### src/rtl/if_pkg.sv
// Shared widths, types and branch-offset helper for the instruction-fetch PC unit.
// Consumed by if_next_pc and if_module (optional counters: IF_PERF_CNT_EN).
package if_pkg;

   localparam int PC_W       = 8;
   localparam int TGT_W      = 3;
   localparam int TGT_SHIFT  = 2;
   localparam int PERF_CNT_W = 16;

   typedef logic [PC_W-1:0]  pc_t;
   typedef logic [TGT_W-1:0] tgt_t;

   // Word-scaled signed offset; adding it modulo 2^PC_W gives the branch target.
   function automatic pc_t branch_offset(input tgt_t tgt);
      logic signed [PC_W-1:0] ext;
      ext = {{(PC_W-TGT_W){tgt[TGT_W-1]}}, tgt};
      return pc_t'(ext <<< TGT_SHIFT);
   endfunction

endpackage

### src/rtl/if_next_pc.sv
// Combinational next-PC selection: hold on Halt, else relative branch, else PC+1.
// All arithmetic wraps modulo 2^PC_W.
module if_next_pc
   import if_pkg::*;
#(
   parameter int PC_W      = if_pkg::PC_W,
   parameter int TGT_W     = if_pkg::TGT_W,
   parameter int TGT_SHIFT = if_pkg::TGT_SHIFT
) (
   input  logic [PC_W-1:0]  PC,
   input  logic             Halt,
   input  logic             Branch,
   input  logic [TGT_W-1:0] Target,
   output logic [PC_W-1:0]  PC_next
);

   logic [PC_W-1:0] offset;

   // Default geometry shares the package helper; other sizes use the same math inline.
   generate
      if (PC_W == if_pkg::PC_W && TGT_W == if_pkg::TGT_W && TGT_SHIFT == if_pkg::TGT_SHIFT) begin : g_pkg_off
         assign offset = branch_offset(Target);
      end else begin : g_gen_off
         logic signed [PC_W-1:0] tgt_sext;
         assign tgt_sext = {{(PC_W-TGT_W){Target[TGT_W-1]}}, Target};
         assign offset   = tgt_sext <<< TGT_SHIFT;
      end
   endgenerate

   always_comb begin
      PC_next = PC + PC_W'(1);
      if (Halt) begin
         PC_next = PC;
      end else if (Branch) begin
         PC_next = PC + offset;
      end
   end

endmodule

### src/rtl/if_module.sv
// Instruction-fetch PC register with async Init; next-PC logic lives in if_next_pc.
// Define IF_PERF_CNT_EN to add saturating InstCount/BranchCount outputs.
module if_module
   import if_pkg::*;
#(
   parameter int PC_W      = if_pkg::PC_W,
   parameter int TGT_W     = if_pkg::TGT_W,
   parameter int TGT_SHIFT = if_pkg::TGT_SHIFT
) (
   input  logic             CLK,
   input  logic             Init,
   input  logic             Halt,
   input  logic             Branch,
   input  logic [TGT_W-1:0] Target,
`ifdef IF_PERF_CNT_EN
   output logic [PERF_CNT_W-1:0] InstCount,
   output logic [PERF_CNT_W-1:0] BranchCount,
`endif
   output logic [PC_W-1:0]  PC
);

   logic [PC_W-1:0] pc_q;
   logic [PC_W-1:0] pc_next;

   if_next_pc #(
      .PC_W      (PC_W),
      .TGT_W     (TGT_W),
      .TGT_SHIFT (TGT_SHIFT)
   ) u_next_pc (
      .PC      (pc_q),
      .Halt    (Halt),
      .Branch  (Branch),
      .Target  (Target),
      .PC_next (pc_next)
   );

   always_ff @(posedge CLK or posedge Init) begin
      if (Init) begin
         pc_q <= '0;
      end else begin
         pc_q <= pc_next;
      end
   end

   assign PC = pc_q;

`ifdef IF_PERF_CNT_EN
   logic [PERF_CNT_W-1:0] inst_cnt_q;
   logic [PERF_CNT_W-1:0] br_cnt_q;

   function automatic logic [PERF_CNT_W-1:0] sat_inc(input logic [PERF_CNT_W-1:0] c);
      return (&c) ? c : c + PERF_CNT_W'(1);
   endfunction

   // Counters stick at all-ones instead of wrapping.
   always_ff @(posedge CLK or posedge Init) begin
      if (Init) begin
         inst_cnt_q <= '0;
         br_cnt_q   <= '0;
      end else if (!Halt) begin
         inst_cnt_q <= sat_inc(inst_cnt_q);
         if (Branch) begin
            br_cnt_q <= sat_inc(br_cnt_q);
         end
      end
   end

   assign InstCount   = inst_cnt_q;
   assign BranchCount = br_cnt_q;
`endif

endmodule

### config.mk
export PLATFORM = sky130hd
export DESIGN_NAME = if_module
export DESIGN_NICKNAME = d
export VERILOG_FILES = /design/src/rtl/if_pkg.sv /design/src/rtl/if_next_pc.sv /design/src/rtl/if_module.sv
export SDC_FILE = /design/constraint.sdc
export NUM_CORES = 1
export LEC_CHECK = 0
export ABC_AREA = 1
export CAP_MARGIN = 40
export CORE_MARGIN = 2
export CORE_UTILIZATION = 45
export DETAILED_ROUTE_END_ITERATION = 8
export GPL_TIMING_DRIVEN = 1
export PLACE_DENSITY = 0.72
export SLEW_MARGIN = 20
export SYNTH_ARGS = -nofsm -noshare
export SYNTH_HDL_FRONTEND = slang
export SYNTH_SLANG_ARGS = --single-unit
### constraint.sdc
create_clock -name CLK -period 1.8 [get_ports CLK]
set_input_delay 0.27 -clock CLK [delete_from_list [all_inputs] [get_ports CLK]]
set_output_delay 0.27 -clock CLK [all_outputs]
set_load 0.02 [all_outputs]
==> metrics.cfg <==
[cts]
postCtsSetupBuffers = 0
clock_path_buffers = 2
cts.sinks = 8
insertion_delay_ns = 0.26
cts_tree = built
numCtsBuffers = 3
htreeDepth = 1
path_clk_slew_ns = 0.06
cts_root_buffer = clkbuf_4

[detailed_routing]
vias = 685
ant_nets = 0
viasPerCell = 5.04
drt_wl_total_mm = 1.53
first_pass_iters = 4
drcViolationCount = 0
first_iter_violations = 2
wl_per_cell_um = 11.3

[critical_path]
criticalPathCategory = in -> reg
end_kind = flop
cp.arrival_ns = 1.79
rr_worst_depth = 11
critPathBufInv = 3
cp_common_cell = nand2_1
path_cells = clkdlybuf4s50_1 > ha_1 > inv_1 > fa_2 > inv_1 > nand3_1 > nand2_1 > a21oi_1 > o21ai_0 > nand2_1 > nand2_1 > nand2_1
r2r_start = PC[2]
worstPathMaxFanout = 3
cp-start-kind = input pin
worst_path_max_delay_cell = clkdlybuf4s50_1
required_ns = 1.95
rrSetupSlack_ns = 0.29
cp_top_family = buffers and inverters
max_stage_delay_ns = 0.46
rr_endpoint = PC[6]

[sta]
fin_hold_ws_ns = 0.265
drv_slew = 0
min_period_ns = 1.64
post-route-period-util_pct = 91.0
max_slew.worst_pin.slew_ns = 0.328
timing.fmax_mhz = 610
relSlewSlack_pct = 78.1
rsz0062_at_grt = false
finalSetupTns_ns = 0
hold_viol = 0
setup_violations = 0
finalWorstSetupSlack_ns = 0.161
skew_ns = 0.00560

[synthesis]
netlist_top_cells_area = dfrtp_1, nand2_1, ha_1
synth_nets = 114
syn-cell-area_sq_um = 719
synth_top_area_share_pct = 27.8
ys_seq_area_share_pct = 27.8
ys_ff_latch = 8
synth_warnings = 0
yosys.cell_types.count = 23
syn_inst = 100
synth_top_cell_by_area = dfrtp_1
syn_area_per_cell_sq_um = 7.19

[power]
ir_worst_vdd_mv = 0.707
p_per_area_nw_per_um2 = 1360
p_leak_nw = 0.470

[placed_design]
pre_cts_ws_ns = -0.175
port_buffers = 14
dp.final_hpwl_mm = 1.21
gp_congestion = 0.795

[floorplanning]
die_y_um = 44.0
std_cell_rows = 14
core-area_sq_um = 1510
design.portCount = 15
dieWidth_um = 44.0
start_util_pct = 47.8
die_area_sq_um = 1930

[global_routing]
grt_pass1_wl_mm = 2.57
antenna_found_initial = 0
grt_pass1_vias = 617
grt_usage_pct = 18.6
grt_start_max_net_pins = 13
overflow = 0

[cells_and_area]
drive_gt1_share_pct = 15.0
diodes = 0
largest_register_ffs = 8
layout.nets = 136
syn2layout_area_growth_pct = 27.8

[run_status]
outcome = finished, final reports clean

[flow_run]
maxCapViolations = 0

[worst_hold_path]
hold_class = in -> async

-- worst max-delay path by stage --
| stage | from | to | slack, ns | cells past startpoint |
|---|---|---|---|---|
| finish | Target[0] | PC[6] | 0.16 | 12 |
| global route | Target[2] | PC[6] | 0.007 | 9 |
| CTS | Target[0] | PC[6] | 0.11 | 12 |
| detailed placement | Target[0] | PC[6] | -0.18 | 12 |
| global placement | Target[0] | PC[6] | -0.13 | 12 |
| floorplan | PC[2] | PC[6] | 0.10 | 11 |
-- worst register-to-register path: cells and delay by family (launching register included) --
| family | cells | cell delay (ns) |
|---|---|---|
| adders and majority gates | 2 | 0.51 |
| DFF | 1 | 0.34 |
| buffers and inverters | 2 | 0.13 |
| AOI/OAI and AO/OA | 2 | 0.13 |
| and+or+nand+nor | 5 | 0.29 |
-- per-layer routing --
layer	track usage, %	vias to the layer above	share of wire (%)	routed length [um]
li1	-	370	-	-
met2	28.8	8	48	729
met5	0	-	0	0
met1	25.3	305	49	755
met4	10.9	0	0.85	13
met3	1.25	2	2.2	34
-- metrics by stage --
step / instances / cell area (sq um) / power (mW) / utilization [%]
6_report: 136 / 920 / 1.25 / 61.0
5_1_grt: 136 / 920 / 1.37 / 61.0
4_1_cts: 136 / 917 / 1.27 / 60.9
3_5_place_dp: 133 / 895 / 1.11 / 59.4
3_3_place_gp: 133 / 895 / 1.10 / 59.4
2_1_floorplan: 100 / 719 / 0.813 / -
-- report_power, final --
part	leakage [nW]	switching, mW	internal (mW)	total, mW
Combinational	0.362	0.405	0.357	0.762
Sequential	0.0942	0.0969	0.251	0.348
Clock	0.0138	0.0646	0.0766	0.141
-- synth_stat cells --
master     n
nand2_1   24
nor2_4     1
o22ai_1    1
inv_1     15
nor2_2     1
ha_1       6
o21ai_1    1
a21oi_1   11
fa_1       1
buf_6      2
xnor2_1    1
dfrtp_1    8
nand4_1    2
xor2_1     1
nand2_2    1
nand3_2    2
inv_2      2
nand3_1    7
mux2_2     1
nor2_1     5
o21ai_0    5
a31oi_1    1
o21bai_2   1
-- layout by cell type, fill, tap and decap left out, drive strengths merged --
cell            n
nand2          25
inv            17
clkdlybuf4s50  14
a21oi          11
nand3           9
dfrtp           8
nor2            7
ha              6
o21ai           6
buf             5
clkbuf          3
nand4           2
a31oi           1
o21bai          1
xor2            1
xnor2           1
mux2            1
o22ai           1
fa              1
-- final cells by class --
type	instances	area, sq um
clock buffer	3	22.5
fill	156	587
inverter	17	63.8
multi-input combinational	73	435
sequential	8	200
tap	16	20.0
timing repair buffer	19	178
-- cells by family (layout without fill, tap and decap cells) --
family | Yosys count | in the layout | synth area share (%)
AND/OR/NAND/NOR | 43 | 43 | 27.8
buffers and inverters | 19 | 39 | 12.0
adder cells (fa/ha/maj) | 7 | 7 | 13.2
XOR/XNOR | 2 | 2 | 2.44
flip-flops | 8 | 8 | 27.8
multiplexers | 1 | 1 | 1.57
AO/OA/AOI/OAI | 20 | 20 | 15.1
-- what timing repair did --
action | CTS | global route
resized for setup | 0 | 1
hold buffers | 0 | 0
setup endpoints to repair | 0 | 1
(Power assumes the default switching activity.)
